===== config.mk =====
export PLATFORM = sky130hd
export DESIGN_NAME = mem_access_unit_flat
export DESIGN_NICKNAME = d
export VERILOG_FILES = /design/src/rtl/mem_access_unit_pkg.sv /design/src/rtl/mem_access_unit_if.sv /design/src/rtl/mem_access_unit_byte_lane_merge.sv /design/src/rtl/mem_access_unit.sv /design/src/flat_wrapper.sv
export SDC_FILE = /design/constraint.sdc
export NUM_CORES = 1
export LEC_CHECK = 0
export ABC_AREA = 1
export CORE_ASPECT_RATIO = 0.7
export CORE_UTILIZATION = 53
export DETAILED_ROUTE_END_ITERATION = 12
export GPL_TIMING_DRIVEN = 0
export PLACE_DENSITY_LB_ADDON = 0.2
export SLEW_MARGIN = 20
export SYNTH_ARGS = -nofsm -noshare
export SYNTH_HDL_FRONTEND = slang
export SYNTH_SLANG_ARGS = --single-unit

===== constraint.sdc =====
create_clock -name Clk -period 9.25 [get_ports Clk]
set_input_delay 1.3875 -clock Clk [delete_from_list [all_inputs] [get_ports Clk]]
set_output_delay 1.3875 -clock Clk [all_outputs]
set_load 0.05 [all_outputs]

===== src/rtl/mem_access_unit_pkg.sv =====
// rtl/mem_access_unit_pkg.sv - shared types for the data-memory access unit
package mem_access_pkg;

    // Access size codes, matching the decoder's MemRead/MemWrite encoding.
    typedef enum logic [1:0] {
        SZ_NONE = 2'b00,
        SZ_WORD = 2'b01,
        SZ_HALF = 2'b10,
        SZ_BYTE = 2'b11
    } size_e;

    typedef enum logic [2:0] {
        ST_IDLE,
        ST_RD_REQ,
        ST_RD_WAIT,
        ST_WR,
        ST_DONE
    } state_e;

endpackage


===== src/rtl/mem_access_unit_if.sv =====
// rtl/mem_access_unit_if.sv - pipeline-side MemRead/MemWrite command bus
// Purpose: groups the decoder request and the load/stall/done response.
// Signals:
//   MemRead, MemWrite  request size codes (00 none, 01 word, 10 half, 11 byte)
//   Address, WriteData byte address and store data
//   ReadData           load result, held until the next load completes
//   Stall, Done        pipeline hold and one-cycle completion pulse
//   AlignErr           one-cycle pulse with Done for an illegal request
interface mem_access_unit_if;
    logic [1:0]  MemRead;
    logic [1:0]  MemWrite;
    logic [31:0] Address;
    logic [31:0] WriteData;
    logic [31:0] ReadData;
    logic        Stall;
    logic        Done;
    logic        AlignErr;

    modport master (
        output MemRead, MemWrite, Address, WriteData,
        input  ReadData, Stall, Done, AlignErr
    );

    modport slave (
        input  MemRead, MemWrite, Address, WriteData,
        output ReadData, Stall, Done, AlignErr
    );
endinterface


===== src/rtl/mem_access_unit_byte_lane_merge.sv =====
// rtl/mem_access_unit_byte_lane_merge.sv - little-endian lane extract and merge
// Purpose: combinational lane handling for sub-word loads and stores.
// Ports:
//   i_old       word read from SRAM
//   i_new       store data (byte in [7:0], half in [15:0])
//   i_size      access size code
//   i_offset    byte offset within the word
//   i_signed    1: sign-extend extracted byte/half, 0: zero-extend
//   o_merged    i_old with the addressed lane(s) replaced by i_new
//   o_extracted addressed lane(s) of i_old, extended to 32 bits
module byte_lane_merge
    import mem_access_pkg::*;
(
    input  logic [31:0] i_old,
    input  logic [31:0] i_new,
    input  size_e       i_size,
    input  logic [1:0]  i_offset,
    input  logic        i_signed,
    output logic [31:0] o_merged,
    output logic [31:0] o_extracted
);

    logic [7:0]  w_byte;
    logic [15:0] w_half;

    always_comb begin
        o_merged    = i_new;
        o_extracted = i_old;
        w_byte      = i_old[{i_offset, 3'b000} +: 8];
        // Half lane is chosen by offset bit 1 only; bit 0 is known zero here.
        w_half      = i_old[{i_offset[1], 4'b0000} +: 16];
        case (i_size)
            SZ_BYTE: begin
                o_merged = i_old;
                o_merged[{i_offset, 3'b000} +: 8] = i_new[7:0];
                o_extracted = {{24{i_signed & w_byte[7]}}, w_byte};
            end
            SZ_HALF: begin
                o_merged = i_old;
                o_merged[{i_offset[1], 4'b0000} +: 16] = i_new[15:0];
                o_extracted = {{16{i_signed & w_half[15]}}, w_half};
            end
            default: begin
                o_merged    = i_new;
                o_extracted = i_old;
            end
        endcase
    end

endmodule


===== src/rtl/mem_access_unit.sv =====
// rtl/mem_access_unit.sv - load/store unit against a single-port word SRAM
// Purpose: executes word/half/byte loads and stores; sub-word stores use
// read-modify-write. Stall holds the pipeline until Done.
// Ports:
//   Clk, Reset  clock (rising edge), asynchronous active-high reset
//   bus         pipeline command bus (slave side)
//   mem_addr    SRAM word address, captured at accept
//   mem_wdata   SRAM write data
//   mem_we      SRAM write enable, one cycle per write
//   mem_re      SRAM read enable; mem_rdata valid the following cycle
//   mem_rdata   SRAM read data
module mem_access_unit
    import mem_access_pkg::*;
#(
    parameter int ADDR_W = 10,
    parameter int SIGNED = 1
) (
    input  logic              Clk,
    input  logic              Reset,
    mem_access_unit_if.slave  bus,
    output logic [ADDR_W-1:0] mem_addr,
    output logic [31:0]       mem_wdata,
    output logic              mem_we,
    output logic              mem_re,
    input  logic [31:0]       mem_rdata
);

    state_e             r_state;
    state_e             w_next;
    size_e              r_size;
    logic               r_store;
    logic [1:0]         r_offset;
    logic [15:0]        r_wdata;
    logic [ADDR_W-1:0]  r_mem_addr;
    logic [31:0]        r_mem_wdata;
    logic [31:0]        r_read_data;
    logic               r_err;

    logic               w_request;
    size_e              w_size;
    logic               w_illegal;
    logic               w_accept;
    logic [31:0]        w_merged;
    logic [31:0]        w_extracted;

    assign w_request = (bus.MemRead != SZ_NONE) || (bus.MemWrite != SZ_NONE);
    assign w_size    = size_e'((bus.MemRead != SZ_NONE) ? bus.MemRead : bus.MemWrite);
    assign w_illegal = ((bus.MemRead != SZ_NONE) && (bus.MemWrite != SZ_NONE))
                    || ((w_size == SZ_HALF) && bus.Address[0])
                    || ((w_size == SZ_WORD) && (bus.Address[1:0] != 2'b00));
    assign w_accept  = (r_state == ST_IDLE) && w_request;

    byte_lane_merge u_lane (
        .i_old       (mem_rdata),
        .i_new       ({16'h0000, r_wdata}),
        .i_size      (r_size),
        .i_offset    (r_offset),
        .i_signed    (SIGNED != 0),
        .o_merged    (w_merged),
        .o_extracted (w_extracted)
    );

    always_comb begin
        w_next = r_state;
        case (r_state)
            ST_IDLE: begin
                if (w_request) begin
                    if (w_illegal)
                        w_next = ST_DONE;
                    else if (bus.MemWrite == SZ_WORD)
                        w_next = ST_WR;
                    else
                        w_next = ST_RD_REQ;
                end
            end
            ST_RD_REQ:  w_next = ST_RD_WAIT;
            ST_RD_WAIT: w_next = r_store ? ST_WR : ST_DONE;
            ST_WR:      w_next = ST_DONE;
            ST_DONE:    w_next = ST_IDLE;
            default:    w_next = ST_IDLE;
        endcase
    end

    always_ff @(posedge Clk or posedge Reset) begin
        if (Reset) begin
            r_state     <= ST_IDLE;
            r_size      <= SZ_NONE;
            r_store     <= 1'b0;
            r_offset    <= 2'b00;
            r_wdata     <= 16'h0000;
            r_mem_addr  <= '0;
            r_mem_wdata <= 32'h0;
            r_read_data <= 32'h0;
            r_err       <= 1'b0;
        end else begin
            r_state <= w_next;
            if (w_accept) begin
                r_size     <= w_size;
                r_store    <= (bus.MemWrite != SZ_NONE);
                r_offset   <= bus.Address[1:0];
                r_wdata    <= bus.WriteData[15:0];
                r_mem_addr <= bus.Address[ADDR_W+1:2];
                r_err      <= w_illegal;
                // Word stores skip the read phase, so their data is loaded here.
                if (!w_illegal && (bus.MemWrite == SZ_WORD))
                    r_mem_wdata <= bus.WriteData;
            end
            if (r_state == ST_RD_WAIT) begin
                if (r_store)
                    r_mem_wdata <= w_merged;
                else
                    r_read_data <= w_extracted;
            end
        end
    end

    assign mem_addr     = r_mem_addr;
    assign mem_wdata    = r_mem_wdata;
    assign mem_re       = (r_state == ST_RD_REQ);
    assign mem_we       = (r_state == ST_WR);
    assign bus.ReadData = r_read_data;
    assign bus.Done     = (r_state == ST_DONE);
    assign bus.AlignErr = (r_state == ST_DONE) && r_err;
    assign bus.Stall    = w_accept || ((r_state != ST_IDLE) && (r_state != ST_DONE));

endmodule


===== src/flat_wrapper.sv =====
// flat-port wrapper written by rule: the top's interface ports become plain ports
module mem_access_unit_flat import mem_access_pkg::*;
#(
    parameter int ADDR_W = 10,
    parameter int SIGNED = 1
)
  (Clk, Reset, mem_addr, mem_wdata, mem_we, mem_re, mem_rdata, bus_MemRead, bus_MemWrite, bus_Address, bus_WriteData, bus_ReadData, bus_Stall, bus_Done, bus_AlignErr);
  mem_access_unit_if bus_i ();
  input  logic Clk;
  input  logic Reset;
  output logic [ADDR_W-1:0] mem_addr;
  output logic [31:0] mem_wdata;
  output logic mem_we;
  output logic mem_re;
  input  logic [31:0] mem_rdata;
  input wire logic [$bits(bus_i.MemRead)-1:0] bus_MemRead;
  input wire logic [$bits(bus_i.MemWrite)-1:0] bus_MemWrite;
  input wire logic [$bits(bus_i.Address)-1:0] bus_Address;
  input wire logic [$bits(bus_i.WriteData)-1:0] bus_WriteData;
  output wire logic [$bits(bus_i.ReadData)-1:0] bus_ReadData;
  output wire logic [$bits(bus_i.Stall)-1:0] bus_Stall;
  output wire logic [$bits(bus_i.Done)-1:0] bus_Done;
  output wire logic [$bits(bus_i.AlignErr)-1:0] bus_AlignErr;
  assign bus_i.MemRead = bus_MemRead;
  assign bus_i.MemWrite = bus_MemWrite;
  assign bus_i.Address = bus_Address;
  assign bus_i.WriteData = bus_WriteData;
  assign bus_ReadData = bus_i.ReadData;
  assign bus_Stall = bus_i.Stall;
  assign bus_Done = bus_i.Done;
  assign bus_AlignErr = bus_i.AlignErr;
  mem_access_unit #(.ADDR_W(ADDR_W), .SIGNED(SIGNED)) u_core (.Clk(Clk), .Reset(Reset), .bus(bus_i), .mem_addr(mem_addr), .mem_wdata(mem_wdata), .mem_we(mem_we), .mem_re(mem_re), .mem_rdata(mem_rdata));
endmodule

* After elaboration in Yosys (flattened, before gate mapping) *
Index checks and enable logic that the tools add are counted.

operators by class
  add/subtract/negate cells = 2
  multipliers = 0
  divide/modulo/power cells = 0
  magnitude comparators = 0
  eq/ne operators = 11
  shifts and indexed selects = 6
  mux-type cells = 14
  bitwise operators = 1
  reduce and logical (&&, ||, !) cells = 18

operators by type and width
  operator                                                                  count
  32-bit two-way mux                                                        4
  32-bit case mux with 2 select lines                                       2
  32-bit bitwise mux                                                        2
  16-bit by 7-bit variable shift with 32-bit output (first input constant)  1
  8-bit by 7-bit variable shift with 32-bit output (first input constant)   1
  16-bit by 7-bit indexed part select with 32-bit output                    1
  32-bit by 6-bit indexed part select with 16-bit output                    1
  32-bit by 6-bit indexed part select with 8-bit output                     1
  8-bit by 7-bit indexed part select with 32-bit output                     1
  5-bit negation with 7-bit output                                          2
  3-bit case mux with 4 select lines                                        1
  3-bit two-way mux                                                         3
  1-bit logical AND                                                         7
  2-bit equality test (second input constant)                               3
  3-bit by 2-bit equality test with 1-bit output (second input constant)    2
  2-bit nonzero test                                                        3
  2-bit by 1-bit equality test with 1-bit output (second input constant)    2
  1-bit logical OR                                                          4
  2-bit two-way mux                                                         2
  3-bit by 1-bit equality test with 1-bit output (second input constant)    1
  3-bit equality test (second input constant)                               1
  3-bit zero test                                                           1
  3-bit inequality test (second input constant)                             1
  3-bit nonzero test                                                        1
  other kinds (4)                                                           4

word-level totals
  register bits = 99
  latch bits = 0
  RAM bits = 0
  ROM bits = 0
  input bits = 102
  logic and storage cells = 61
  memories = 0

* Longest topological paths before layout *
Gate-level depths: netlist of run 1.

  word-level depth = 12
  mapped depth = 13

* Cells and area by module *
From an unflattened synthesis of run 1, not the netlist that was laid out.

second synthesis, totals
  cells, all modules = 968
  area total of the unflattened synthesis = 6456.2 um^2

by module, submodules not included
  module           times used  cells each  area an instance (um^2)  seq. area each (um^2)
  mem_access_unit  1           509         4510.6                   2477.4
  byte_lane_merge  1           459         1945.6                   0.0

* Worst setup path before layout of run 1 *
No wires, ideal clock.

  path kind = in2out
  start point = input port bus_MemWrite[0]
  end point = output port bus_Stall
  data arrival time = 2549 ps
  data required time = 7863 ps
  slack = 5313 ps
  cell stages on the path = 7
  path buffers = 2
  cells stage by stage = or2_1 nor2_1 nor2_2 buf_4 inv_2 buf_2 nand2_1

between the ends
  longest elaborated chain between the ends = 4

RTL lines
  item                line                    source
  from (decl)         flat_wrapper.sv:17      input wire logic [$bits(bus_i.MemWrite)-1:0] bus_MemWrite;
  2-bit nonzero test  mem_access_unit.sv:46   assign w_request = (bus.MemRead != SZ_NONE) || (bus.MemWrite != SZ_NONE);
  1-bit logical OR    mem_access_unit.sv:46
  1-bit logical AND   mem_access_unit.sv:51   assign w_accept = (r_state == ST_IDLE) && w_request;
  1-bit logical OR    mem_access_unit.sv:124  assign bus.Stall = w_accept || ((r_state != ST_IDLE) && (r_state != ST_DONE));
  to (decl)           flat_wrapper.sv:21      output wire logic [$bits(bus_i.Stall)-1:0] bus_Stall;

No other way between the ends.

* Worst setup path in the final report of run 1 *
Ends and elaborated chain as after synthesis.

==> summary.txt, run 1 <==
Outcome
  – Status: completed

STA
  – Setup TNS Final: 0 ps
  – Slew of the pin with the lowest slew margin: 764 ps
  – Post-layout min period: 5090 ps
  – Clock Skews: 13.3 ps
  – Max frequency: 196 MHz
  – Worst relative slew slack: 48.9%
  – # setup viols final: 0
  – Tcrit/Tclk final: 55.1%
  – Slew Viols, Final: 0
  – Hold Fails Final Rpt: 0
  – RSZ-0062 raised after global routing: no

Clock tree
  – Post-CTS Setup Bufs: 0
  – Hold Buf Count CTS: 0
  – CTS tree: done
  – Clock transition at the registers of the reported paths: 80 ps
  – # clock sinks: 99
  – Total CTS buffers: 9
  – Post-cts sizing count: 0
  – Max Root-Sink Buffers: 2
  – Clock Latency Late Sink: 360 ps
  – CTS Root Cell: clkbuf_16
  – Number of H-tree branching levels: 3

Route
  – Antenna-violating nets left: 0
  – Initial DRC count: 804
  – Wire per inst: 18.7 um
  – # DRC: 0
  – Via density: 5.84
  – Drt pass-1 iters: 6
  – Vias: 7201
  – Final WL: 23100 um

Yosys
  – Synth top area cells: dfrtp_1 (39%), nand2_1 (13%), inv_1 (7.1%)
  – Post-synthesis register bit count: 99
  – Synth async-reset ratio: 100%
  – Syn nets: 1007
  – Mean area per synthesized cell: 7.07 um^2
  – Synth top area share: 38.9%
  – Number of synthesized flops with an enable pin: 0
  – Synthesis Warnings: 0
  – Yosys cell types: 37
  – Syn Std Cell Area: 0.00636 mm^2
  – Cell taking the most area after synthesis: dfrtp_1
  – Synth Flop Type: dfrtp_1
  – Post-Synthesis Cells: 900
  – Seq/Total Area, Yosys: 38.9%

Floorplan
  – Die X-Extent: 133 um
  – Die H: 93.7 um
  – Row cnt: 33
  – Core Footprint: 0.0117 mm^2
  – Full die area: 0.0125 mm^2
  – Io pins: 181
  – Initial Utilization: 54.5%

Critical path
  – Worst R2R Path Depth: 13
  – Kind of end point of the critical path: output port
  – CP arrival: 3710 ps
  – Critical Path Fanout Max: 10
  – Worst path required time: 7860 ps
  – Startpoint Class: input pin
  – Critical path class: in -> out

GRT
  – Largest net degree at the start of global routing: 63
  – First-pass GRT wire length: 36100 um
  – Grt ovf: 0
  – Number of global-route vias before repair: 6660
  – Initial antenna violation count: 0
  – GR Util All Layers: 38.2%

Layout
  – Area Growth Syn to Fin: 33.2%
  – Ant. Diodes: 0
  – NumNets Final: 1179
  – Layout cells sized above 1: 7.15%
  – Finished Core Util: 72.6%
  – Non-filler cells, final: 1234
  – Fill count: 998

Worst hold path
  – Hold-critical path depth: 2
  – HP Class: reg -> reg

Place
  – Global placement routability congestion: 1.00
  – Port bufs: 160
  – Placed wire-length estimate: 17600 um
  – Cell count after placement: 1218

Power
  – P per Cell Area: 407 mW/mm^2
  – P_leak: 4.05 nW
  – Max IR drop VDD: 0.289 mV

Job
  – Max_cap viols: 0
[path summary, 6_finish.rpt]
path / startpoint / end / slack [ps]
worst max-delay path: bus_MemWrite[0] / bus_Stall / 4160
worst min-delay path: u_core.mem_addr[2] / u_core.mem_addr[2] / 470
worst max register to register: u_core.r_offset[1] / u_core.mem_wdata[23] / 6090
worst min register to register: u_core.mem_addr[2] / u_core.mem_addr[2] / 470
max in group asynchronous: Reset / u_core.bus.ReadData[12] / 7210
min in group asynchronous: Reset / u_core.mem_addr[3] / 1390
[stage by stage]
| step | cell area, um^2 | total power, mW | setup slack, ps | hold slack [ps] |
|---|---|---|---|---|
| after floorplan | 6360 | 2.30 | 5270 | 470 |
| after global placement | 8160 | 3.00 | 3690 | 454 |
| after detailed placement | 8200 | 3.03 | 4180 | 457 |
| after CTS | 8480 | 3.41 | 4170 | 477 |
| after global routing | 8480 | 3.65 | 4010 | 510 |
| final | 8480 | 3.45 | 4160 | 475 |
[placed cells by master (no fill, tap or decap), drive strengths merged]
cell type	instances
nand2	223
clkinvlp	2
a32oi	8
nand3	54
clkdlybuf4s50	160
dfrtp	99
clkinv	5
a211oi	1
nor3	11
a21oi	88
or2	3
ha	5
nand4	40
inv	130
clkbuf	36
a31oi	3
o22ai	31
buf	33
o211ai	7
nor2	65
o21ai	72
o2111ai	1
[cell type report]
class                   count  area [um^2]  area share, %
multi-input cells         612         3080           36.4
flip-flops and latches     99         2480           29.2
plain buffers              59          314           3.70
repair buffers            161         1630           19.2
inverters                 130          495           5.84
clock inverters             7         60.1          0.708
well taps                 157          196           2.32
clock buffers               9          225           2.66
[power by group]
| part | switching [mW] | total [mW] | internal (mW) | leakage, nW |
|---|---|---|---|---|
| Clock | 0.188 | 0.375 | 0.188 | 0.136 |
| Sequential | 0.169 | 0.815 | 0.647 | 1.18 |
| Combinational | 1.56 | 2.26 | 0.698 | 2.73 |
[per-layer routing]
layer	wire length, um	global-route usage (%)	share of wire [%]
met5	54	3.85	0.23
met4	667	12.4	2.9
met3	2980	9.17	13
met2	9220	52.8	40
met1	10200	57.6	44
[cells in the mapped netlist (2+ instances only)]
master	count
nand2_1	221
inv_1	121
dfrtp_1	99
a21oi_1	77
o21ai_0	68
nor2_1	60
nand3_1	53
nand4_1	40
o22ai_1	31
clkbuf_1	27
buf_2	19
a21oi_4	11
nor3_1	11
a32oi_1	8
o211ai_1	7
buf_4	6
ha_1	5
inv_2	5
buf_6	4
a31oi_1	3
clkinv_1	3
nor2_2	3
buf_1	2
o21ai_1	2
or2_2	2
[cell families after synthesis]
group	count (synthesis)	synth area share, %
adder cells (fa/ha/maj)	5	0.983
buffers and inverters	189	12.6
AO/OA/AOI/OAI	211	20.3
flip-flops	99	38.9
AND/OR/NAND/NOR	396	27.2
[worst max-delay path, stage by stage]
cell,delay [ps]
clkdlybuf4s50_1,510
or2_1,170
nor2_1,80
nor2_2,190
buf_4,230
inv_2,90
buf_2,190
nand2_1,70
clkdlybuf4s50_1,790
[sequential cells by signal, summed over array words and instances, names as in the netlist]
signal	flops
u_core.bus.ReadData	32
u_core.mem_addr	10
u_core.mem_wdata	32
u_core.r_err	1
u_core.r_offset	2
u_core.r_size	2
u_core.r_state	3
u_core.r_store	1
u_core.r_wdata	16
No activity file was read; power rests on OpenSTA's default activity.
==> run 2: changes to the inputs <==
--- a/config.mk
+++ b/config.mk
@@ -7,7 +7,7 @@
 export LEC_CHECK = 0
 export ABC_AREA = 1
 export CORE_ASPECT_RATIO = 0.7
-export CORE_UTILIZATION = 53
+export CORE_UTILIZATION = 49
 export DETAILED_ROUTE_END_ITERATION = 12
 export GPL_TIMING_DRIVEN = 0
 export PLACE_DENSITY_LB_ADDON = 0.2
==> constraint.sdc (replaced) <==
create_clock -name Clk -period 5.2 [get_ports Clk]
set_input_delay 0.78 -clock Clk [delete_from_list [all_inputs] [get_ports Clk]]
set_output_delay 0.78 -clock Clk [all_outputs]
set_load 0.05 [all_outputs]
==> run 2 against run 1 <==
Net effect:
- the run now ends with design-rule violations left
- worst hold slack is essentially flat
- critical path depth is the same
- sequential share of layout area shrank 0.23 points
- sequential power grew 77%
- register-to-register slack lost 4000 ps
- clock power grew 110%
- core utilization shrank 4.5 points
- non-clock buffer count is the same
- worst setup slack lost 2900 ps
- combinational power grew 77%
- sequential cell count is the same
- global-route usage shrank 4.5 points
- highest routed layer is now met4
==> summary.txt, run 2 (synthesis gave the netlist of run 1 again) <==
Clock tree
  – Post-cts sizing count: 0
  – Hold Buf Count CTS: 0
  – Post-CTS Setup Bufs: 0
  – Total CTS buffers: 9
  – # clock sinks: 99
  – Clock transition at the registers of the reported paths: 70 ps
  – Max Root-Sink Buffers: 2
  – Number of H-tree branching levels: 3
  – CTS Root Cell: clkbuf_16
  – Clock Latency Late Sink: 350 ps
  – CTS tree: done

Critical path
  – Critical path class: in -> out
  – Startpoint Class: input pin
  – FF-to-FF setup slack: 2070 ps
  – Critical Path Fanout Max: 10
  – CP arrival: 3210 ps
  – Crit-path cells: clkdlybuf4s50_1 > or2_1 > nor2_1 > nor2_2 > buf_4 > inv_2 > buf_2 > nand2_1 > clkdlybuf4s50_1
  – Kind of end point of the critical path: output port
  – Crit-path max cell delay: 800 ps
  – Top Family by Delay on Critical Path: buffers and inverters
  – Critical-path top delay cell: clkdlybuf4s50_1
  – Critical Path Most Common Cell: clkdlybuf4s50_1
  – Worst path required time: 4420 ps
  – Worst path buffer plus inverter count: 5

STA
  – Max frequency: 250 MHz
  – Slew of the pin with the lowest slew margin: 878 ps
  – RSZ-0062 raised after global routing: no
  – Worst Slack Setup Final: 1210 ps
  – Hold Fails Final Rpt: 0
  – Post-layout min period: 3990 ps
  – Clock Skews: 7.42 ps
  – Slew Viols, Final: 0
  – Setup TNS Final: 0 ps
  – Hold Slack: 475 ps
  – Tcrit/Tclk final: 76.8%
  – # setup viols final: 0
  – Worst relative slew slack: 41.3%

Route
  – Drt pass-1 iters: 9
  – Vias: 7084
  – Wire per inst: 17.8 um
  – Antenna-violating nets left: 0
  – Final WL: 22100 um
  – Initial DRC count: 940
  – Via density: 5.72
  – # DRC: 14

GRT
  – Largest net degree at the start of global routing: 67
  – GR Util All Layers: 33.7%
  – Number of global-route vias before repair: 6683
  – Grt ovf: 0
  – First-pass GRT wire length: 35200 um
  – Initial antenna violation count: 0

Layout
  – Area of the multi-input gates: 0.00308 mm^2
  – Commonest non-fill, non-tap cell in the layout: nand2_1
  – Finished Core Util: 68.1%
  – NumNets Final: 1179
  – Layout cells sized above 1: 7.15%
  – Most frequent cells in the layout: nand2_1 (221), clkdlybuf4s50_1 (160), inv_1 (120)
  – Non-filler cells, final: 1239
  – Fin area: 0.00855 mm^2
  – Ant. Diodes: 0
  – Fill count: 1119
  – FF+latch area: 0.00248 mm^2
  – Area Growth Syn to Fin: 34.3%

Floorplan
  – Core Footprint: 0.0125 mm^2
  – Io pins: 181
  – Row cnt: 34
  – Die H: 97.4 um
  – Die X-Extent: 138 um
  – Full die area: 0.0135 mm^2
  – Initial Utilization: 50.7%

Place
  – Port bufs: 160
  – Placed wire-length estimate: 16900 um
  – Global placement routability congestion: 1.02
  – Post-DP Area: 0.00820 mm^2
  – Dpl ws: 1250 ps
  – Cell count after placement: 1223

Outcome
  – Violated checks: design-rule violations
  – Status: finished, violations left

Power
  – Max IR drop VDD: 0.417 mV
  – Tot Pwr: 6.23 mW
  – P per Cell Area: 728 mW/mm^2
  – P_leak: 4.08 nW

Worst hold path
  – HP Class: reg -> reg

Job
  – Max_cap viols: 0
## run 2: changes by cell type in the layout (fill, tap and decap cells not counted)
cell | before | now
clkinv_4 | 1 | 0
bufinv_16 | 0 | 3
inv_6 | 2 | 4
clkinvlp_4 | 2 | 0
inv_8 | 2 | 0
## run 2: worst register-to-register path: cells and delay by family, from the launching register on
family | cells | cell delay, ps
compound gates | 2 | 360
fa+ha+maj | 1 | 250
buf+inv | 5 | 1400
flops | 1 | 460
simple gates | 4 | 600
## run 2: final timing paths
path | cells after the start | start | endpoint
max reg2reg | 12 | u_core.r_offset[1] | u_core.mem_wdata[9]
max in group asynchronous | 3 | Reset | u_core.mem_wdata[1]
min in group asynchronous | 2 | Reset | u_core.bus.ReadData[23]
min reg2reg | 2 | u_core.mem_addr[3] | u_core.mem_addr[3]
max | 9 | bus_MemWrite[0] | bus_Stall
min | 2 | u_core.mem_addr[3] | u_core.mem_addr[3]
## run 2: layout make-up
class / count / area share (%)
Multi-Input combinational cell: 612 / 36.1
Sequential cell: 99 / 29.0
Timing Repair Buffer: 161 / 19.1
Inverter: 130 / 5.80
Buffer: 59 / 3.67
Clock buffer: 9 / 2.63
Tap cell: 162 / 2.37
Clock inverter: 7 / 1.42
## run 2: power breakdown
part           internal [mW]  switching [mW]  total (mW)
Combinational           1.24            2.75        3.99
Clock                  0.475           0.319       0.794
Sequential              1.15           0.290        1.44
Total                   2.87            3.36        6.23
## run 2: metal layers
metal  wire length [um]  up-vias  GRT usage (%)
met1               9760     3305           47.6
met3               2590       58           9.96
met4                514        0           10.4
li1                   -     3315              -
met5                  0        -              0
met2               9240      406           49.6
